## src/rtl/dma_bus_arbiter_pkg.sv

```systemverilog
`default_nettype none
// ============================================================================
// dma_bus_arbiter_pkg : shared types and constants for the DMA bus arbiter
// Rev 1.0
// ============================================================================
`ifndef WORD_SIZE
`define WORD_SIZE 32
`endif
`ifndef FETCH_SIZE
`define FETCH_SIZE 4
`endif

package dma_bus_arbiter_pkg;
  localparam int c_TIMEOUT_DEF = 16;

  typedef enum logic [1:0] {
    S_IDLE    = 2'd0,
    S_REQ     = 2'd1,
    S_GRANT   = 2'd2,
    S_RELEASE = 2'd3
  } state_t;
endpackage
`default_nettype wire

```

## src/rtl/dma_bus_arbiter_if.sv

```systemverilog
`default_nettype none
// ============================================================================
// dma_bus_arbiter_if : handshake bundle between CPU/device/DMA and arbiter
// Rev 1.0
// ============================================================================
interface dma_bus_arbiter_if;
  logic dev_int;
  logic cpu_mem_busy;
  logic BR;
  logic dma_end;
  logic cmd;
  logic BG;
  logic cpu_stall;
  logic dma_done_irq;
  logic dma_err;
  logic q_overflow;

  modport slave (
    input  dev_int, cpu_mem_busy, BR, dma_end,
    output cmd, BG, cpu_stall, dma_done_irq, dma_err, q_overflow
  );

  modport master (
    output dev_int, cpu_mem_busy, BR, dma_end,
    input  cmd, BG, cpu_stall, dma_done_irq, dma_err, q_overflow
  );
endinterface
`default_nettype wire

```

## src/rtl/dma_bus_arbiter_watchdog.sv

```systemverilog
`default_nettype none
// ============================================================================
// dma_watchdog : counts enabled cycles from 0, flags the TIMEOUT-1 cycle
// Rev 1.0
// ============================================================================
module dma_watchdog
  import dma_bus_arbiter_pkg::*;
#(
  parameter int TIMEOUT = c_TIMEOUT_DEF
) (
  input  logic CLK,
  input  logic reset_n,
  input  logic i_clr,
  input  logic i_en,
  output logic o_expire
);
  localparam int              c_W    = (TIMEOUT > 1) ? $clog2(TIMEOUT) : 1;
  localparam logic [c_W-1:0]  c_LAST = c_W'(TIMEOUT - 1);

  logic [c_W-1:0] r_cnt;

  always_ff @(posedge CLK) begin
    if (!reset_n || i_clr) begin
      r_cnt <= '0;
    end else if (i_en && (r_cnt != c_LAST)) begin
      r_cnt <= r_cnt + 1'b1;
    end
  end

  assign o_expire = i_en && (r_cnt == c_LAST);
endmodule
`default_nettype wire

```

## src/rtl/dma_bus_arbiter.sv

```systemverilog
`default_nettype none
// ============================================================================
// dma_bus_arbiter : hands the data-memory bus to the DMA engine per device block
// Rev 1.0
// ============================================================================
module dma_bus_arbiter
  import dma_bus_arbiter_pkg::*;
#(
  parameter int TIMEOUT  = c_TIMEOUT_DEF,
  parameter int QDEPTH_W = 2
) (
  input  logic              CLK,
  input  logic              reset_n,
  dma_bus_arbiter_if.slave  bus
);
  localparam logic [QDEPTH_W-1:0] c_QMAX = '1;

  state_t              r_state;
  logic [QDEPTH_W-1:0] r_pending;
  logic                r_cmd;
  logic                r_bg;
  logic                r_stall;
  logic                r_done;
  logic                r_err;
  logic                r_ovf;
  logic                w_expire;
  logic                w_enq;
  logic                w_deq;

  // A dev_int seen in IDLE starts service directly and is never queued.
  assign w_enq = bus.dev_int && (r_state != S_IDLE);
  assign w_deq = (r_pending != '0) &&
                 ((r_state == S_RELEASE) || ((r_state == S_IDLE) && !bus.dev_int));

  dma_watchdog #(.TIMEOUT(TIMEOUT)) u_wdog (
    .CLK      (CLK),
    .reset_n  (reset_n),
    .i_clr    (r_state != S_GRANT),
    .i_en     (r_state == S_GRANT),
    .o_expire (w_expire)
  );

  always_ff @(posedge CLK) begin
    if (!reset_n) begin
      r_state   <= S_IDLE;
      r_pending <= '0;
      r_cmd     <= 1'b0;
      r_bg      <= 1'b0;
      r_stall   <= 1'b0;
      r_done    <= 1'b0;
      r_err     <= 1'b0;
      r_ovf     <= 1'b0;
    end else begin
      r_done <= 1'b0;
      r_err  <= 1'b0;

      if (w_enq && !w_deq) begin
        if (r_pending == c_QMAX) r_ovf <= 1'b1;
        else                     r_pending <= r_pending + 1'b1;
      end else if (w_deq && !w_enq) begin
        r_pending <= r_pending - 1'b1;
      end

      case (r_state)
        S_IDLE: begin
          if (bus.dev_int || (r_pending != '0)) begin
            r_state <= S_REQ;
            r_cmd   <= 1'b1;
            r_stall <= 1'b1;
          end
        end
        S_REQ: begin
          if (bus.BR && !bus.cpu_mem_busy) begin
            r_state <= S_GRANT;
            r_bg    <= 1'b1;
          end
        end
        S_GRANT: begin
          // dma_end wins over a watchdog expiry in the same cycle
          if (bus.dma_end || w_expire) begin
            r_state <= S_RELEASE;
            r_cmd   <= 1'b0;
            r_bg    <= 1'b0;
            r_done  <= bus.dma_end;
            r_err   <= !bus.dma_end;
          end
        end
        S_RELEASE: begin
          if (r_pending != '0) begin
            r_state <= S_REQ;
            r_cmd   <= 1'b1;
          end else begin
            r_state <= S_IDLE;
            r_stall <= 1'b0;
          end
        end
        default: begin
          r_state <= S_IDLE;
          r_cmd   <= 1'b0;
          r_bg    <= 1'b0;
          r_stall <= 1'b0;
        end
      endcase
    end
  end

  assign bus.cmd          = r_cmd;
  assign bus.BG           = r_bg;
  assign bus.cpu_stall    = r_stall;
  assign bus.dma_done_irq = r_done;
  assign bus.dma_err      = r_err;
  assign bus.q_overflow   = r_ovf;
endmodule
`default_nettype wire

```

## src/flat_wrapper.sv

```systemverilog
// flat-port wrapper written by rule: the top's interface ports become plain ports
module dma_bus_arbiter_flat import dma_bus_arbiter_pkg::*;
#(
  parameter int TIMEOUT  = c_TIMEOUT_DEF,
  parameter int QDEPTH_W = 2
)
  (CLK, reset_n, bus_dev_int, bus_cpu_mem_busy, bus_BR, bus_dma_end, bus_cmd, bus_BG, bus_cpu_stall, bus_dma_done_irq, bus_dma_err, bus_q_overflow);
  dma_bus_arbiter_if bus_i ();
  input  logic CLK;
  input  logic reset_n;
  input wire logic [$bits(bus_i.dev_int)-1:0] bus_dev_int;
  input wire logic [$bits(bus_i.cpu_mem_busy)-1:0] bus_cpu_mem_busy;
  input wire logic [$bits(bus_i.BR)-1:0] bus_BR;
  input wire logic [$bits(bus_i.dma_end)-1:0] bus_dma_end;
  output wire logic [$bits(bus_i.cmd)-1:0] bus_cmd;
  output wire logic [$bits(bus_i.BG)-1:0] bus_BG;
  output wire logic [$bits(bus_i.cpu_stall)-1:0] bus_cpu_stall;
  output wire logic [$bits(bus_i.dma_done_irq)-1:0] bus_dma_done_irq;
  output wire logic [$bits(bus_i.dma_err)-1:0] bus_dma_err;
  output wire logic [$bits(bus_i.q_overflow)-1:0] bus_q_overflow;
  assign bus_i.dev_int = bus_dev_int;
  assign bus_i.cpu_mem_busy = bus_cpu_mem_busy;
  assign bus_i.BR = bus_BR;
  assign bus_i.dma_end = bus_dma_end;
  assign bus_cmd = bus_i.cmd;
  assign bus_BG = bus_i.BG;
  assign bus_cpu_stall = bus_i.cpu_stall;
  assign bus_dma_done_irq = bus_i.dma_done_irq;
  assign bus_dma_err = bus_i.dma_err;
  assign bus_q_overflow = bus_i.q_overflow;
  dma_bus_arbiter #(.TIMEOUT(TIMEOUT), .QDEPTH_W(QDEPTH_W)) u_core (.CLK(CLK), .reset_n(reset_n), .bus(bus_i));
endmodule
```

## config.mk

```make
export PLATFORM = sky130hd
export DESIGN_NAME = dma_bus_arbiter_flat
export DESIGN_NICKNAME = d
export VERILOG_FILES = /design/src/rtl/dma_bus_arbiter_pkg.sv /design/src/rtl/dma_bus_arbiter_if.sv /design/src/rtl/dma_bus_arbiter_watchdog.sv /design/src/rtl/dma_bus_arbiter.sv /design/src/flat_wrapper.sv
export SDC_FILE = /design/constraint.sdc
export NUM_CORES = 1
export LEC_CHECK = 0
export CORE_UTILIZATION = 50
export CTS_BUF_LIST = sky130_fd_sc_hd__clkbuf_8
export DETAILED_ROUTE_END_ITERATION = 8
export PLACE_DENSITY = 0.87
export SKIP_LAST_GASP = 1
export SLEW_MARGIN = 20
export SYNTH_ARGS = -nofsm -noshare
export SYNTH_HDL_FRONTEND = slang
export SYNTH_SLANG_ARGS = --single-unit
export TNS_END_PERCENT = 30
```

## constraint.sdc

```tcl
create_clock -name CLK -period 3.6 [get_ports CLK]
set_clock_uncertainty 0.15 [all_clocks]
set_input_delay 0.36 -clock CLK [delete_from_list [all_inputs] [get_ports CLK]]
set_output_delay 0.36 -clock CLK [all_outputs]
set_load 0.01 [all_outputs]
```

==> reports/results.ini <==
[setup_path]
critical-path-top-delay-family = flip-flops
end_kind = register
slowest_delay_ns = 0.44
worstReg2RegStart = u_core.r_state[0]$_SDFFE_PN0P_
crit_slowest_cell = dfxtp_1
worstPathCellList = inv_1, ha_1, nor2b_4, o21ai_1, nand3b_1, mux2i_1
arrival_ns = 1.67
cp.required_ns = 3.59
critPathKind = reg2reg
cp_max_fo = 6
cp-start-kind = register
crit_start = u_core.r_state[0]$_SDFFE_PN0P_
path_buf_inv = 1

[timing]
tightest_slew_ns = 0.389
period_minus_slack_ns = 1.69
setup_violations = 0
fin_crit_sh_pct = 46.8
tns_ns = 0
fmax_ghz = 0.593
hold_viol_final = 0
drv_slew = 0
relSlewSlack_pct = 74.0
rsz0062_at_grt = false

[yosys]
synth-compound-area-share_pct = 13.5
synth_edf_count = 0
synth_area_um2 = 761
synth-seq-cells = 14
synthArstFlopShare_pct = 0
synth_top_area_share_pct = 36.8
synth_area_leader_cell = dfxtp_1
synthTopCellsByCount = dfxtp_1, nand2_1, ha_1, nor2_1, mux2i_1
netlist_top_cells_area = dfxtp_1, ha_1, mux2i_1
synthXorXnorAreaFrac_pct = 1.15
synth_most_common_cell = dfxtp_1
synth.avg_cell_area_um2 = 8.74
muxShareOfSynthArea_pct = 6.58
synth_fp_nets = 99
synth_fa_ha_area_share_pct = 9.87
syn_inst = 87
yosys.area_share.simple_pct = 28.5
synth_cell_types = 31
synth_seq_area_share_pct = 36.8
yosysWarnings = 0
synthFlopType = dfxtp_1
synth_top_family_by_area = simple AND/OR/NAND/NOR gates

[die]
die_h_um = 41.0
fp-row-count = 13
die-width_um = 41.0
initial_utilization_pct = 56.3
pin_count = 12
fp.coreArea_um2 = 1350
dieArea_um2 = 1680

[clocking]
postCtsSetupBuffers = 0
cts_tree = done
clockBufferDepth = 2
clock-root-buffer = clkbuf_8
post_cts_resized = 0
clock_sinks = 14
holdBufCountCts = 0
cts_buffers = 3
clock_latency_ns = 0.25
h-tree-depth = 1
clkTransAtPathRegs_ns = 0.06

[grt]
grt_pass1_wl_mm = 2.42
grt_antenna_before_repair = 0
track_usage_pct = 23.6
grt_overflow = 0
grt_max_degree = 13
grt_pass1_vias = 554

[placed_design]
place_area_um2 = 881
dpl.hpwl_mm = 1.09
dp.cells = 111
gp_congestion = 0.843
numPortBuffers = 11

[cells_and_area]
final_cell_area_um2 = 936
drive_gt1_share_pct = 10.0
finalNonFillerCells = 115
diodes = 0
area_delta_synth_final_pct = 23.0
fin_nets = 113

[status]
outcome = finished, final reports clean

[routing]
vias_per_cell = 5.67
first_iter_violations = 22
drc = 0
drt-wirelength-per-cell_um = 13.4
drtAntennaViolNets = 0
drt-total-wl_mm = 1.55
vias = 652
drt_pass1_iterations = 4

[worst_hold_path]
worstHoldStart = u_core.bus.BG$_SDFFE_PN0P_
holdCritPathClass = reg2reg

[pwr]
leakagePower_nw = 0.382
ir_drop_v = 0.000353
p_per_area_nw_per_um2 = 682

[job]
maxCapViolCount = 0

-- metrics by stage --
step / util [%] / total power [mW] / setup WS (ns) / hold slack, ns
after floorplan: - / 0.407 / 2.15 / 0.289
after global placement: 65.2 / 0.470 / 1.88 / 0.305
after detailed placement: 65.2 / 0.481 / 1.86 / 0.309
after CTS: 69.3 / 0.644 / 1.93 / 0.324
after global routing: 69.3 / 0.681 / 1.82 / 0.336
final: 69.3 / 0.639 / 1.91 / 0.318
-- per-layer routing --
layer | wire [um] | GRT usage, %
met5 | 0 | 0
met3 | 68 | 8.15
met2 | 716 | 37.5
met1 | 717 | 26.4
met4 | 42 | 15.0
-- kinds of logic (layout without fill, tap and decap cells) --
family | count (synthesis) | after routing
adder cells (fa/ha/maj) | 6 | 6
AND/OR/NAND/NOR | 36 | 36
XOR/XNOR | 1 | 1
buffers and inverters | 7 | 20
multiplexers | 5 | 5
flip-flops | 14 | 14
AO/OA/AOI/OAI | 18 | 18
-- worst min-delay path, delay by kind of cell, from the launching register on --
family	cells	cell delay [ns]
mux	1	0.06
flops	1	0.31
simple gates	1	0.05
-- registers in the layout (all words and copies together), names as in the netlist --
| register | flops |
|---|---|
| u_core.u_wdog.r_cnt | 4 |
| u_core.r_pending | 2 |
| u_core.r_state | 2 |
| u_core.bus.BG | 1 |
| u_core.bus.cmd | 1 |
| u_core.bus.cpu_stall | 1 |
| u_core.bus.dma_done_irq | 1 |
| u_core.bus.dma_err | 1 |
| u_core.bus.q_overflow | 1 |
-- report_power, final --
part	switching (mW)	internal, mW	total [mW]
clock network	0.0583	0.0970	0.155
logic	0.136	0.130	0.265
registers	0.0317	0.186	0.218
total	0.226	0.413	0.639
-- layout make-up --
type | instances | area (um2)
fillers | 114 | 414
multi-input cells | 66 | 453
inverters | 5 | 18.8
flip-flops and latches | 14 | 280
clock buffers | 4 | 55.1
well taps | 15 | 18.8
repair buffers | 11 | 110
-- final timing paths --
path	endpoint	slack, ns	cells after the start
worst max-delay path	u_core.bus.cmd$_SDFFE_PN0P_	1.91	6
worst min-delay path	u_core.bus.BG$_SDFFE_PN0P_	0.32	2
worst max register to register	u_core.bus.cmd$_SDFFE_PN0P_	1.91	6
worst min register to register	u_core.bus.BG$_SDFFE_PN0P_	0.32	2
-- layout by cell type, fill, tap and decap left out, drive strengths merged --
| cell type | synthesis | final |
|---|---|---|
| nand2 | 10 | 10 |
| nand4 | 1 | 1 |
| nor2 | 7 | 7 |
| ha | 6 | 6 |
| or2 | 1 | 1 |
| clkbuf | 1 | 4 |
| nand3 | 5 | 5 |
| o22ai | 1 | 1 |
| o31ai | 2 | 2 |
| nor2b | 3 | 3 |
| mux2i | 5 | 5 |
| dfxtp | 14 | 14 |
| nand2b | 2 | 2 |
| and3 | 1 | 1 |
| nor3b | 1 | 1 |
| a21oi | 4 | 4 |
| clkdlybuf4s50 | 0 | 11 |
| xnor2 | 1 | 1 |
| o21ai | 7 | 7 |
| inv | 5 | 5 |
| a31oi | 3 | 3 |
| nor3 | 3 | 3 |
| o21a | 1 | 1 |
| nand3b | 2 | 2 |
Power figures use the tool's default switching activity.
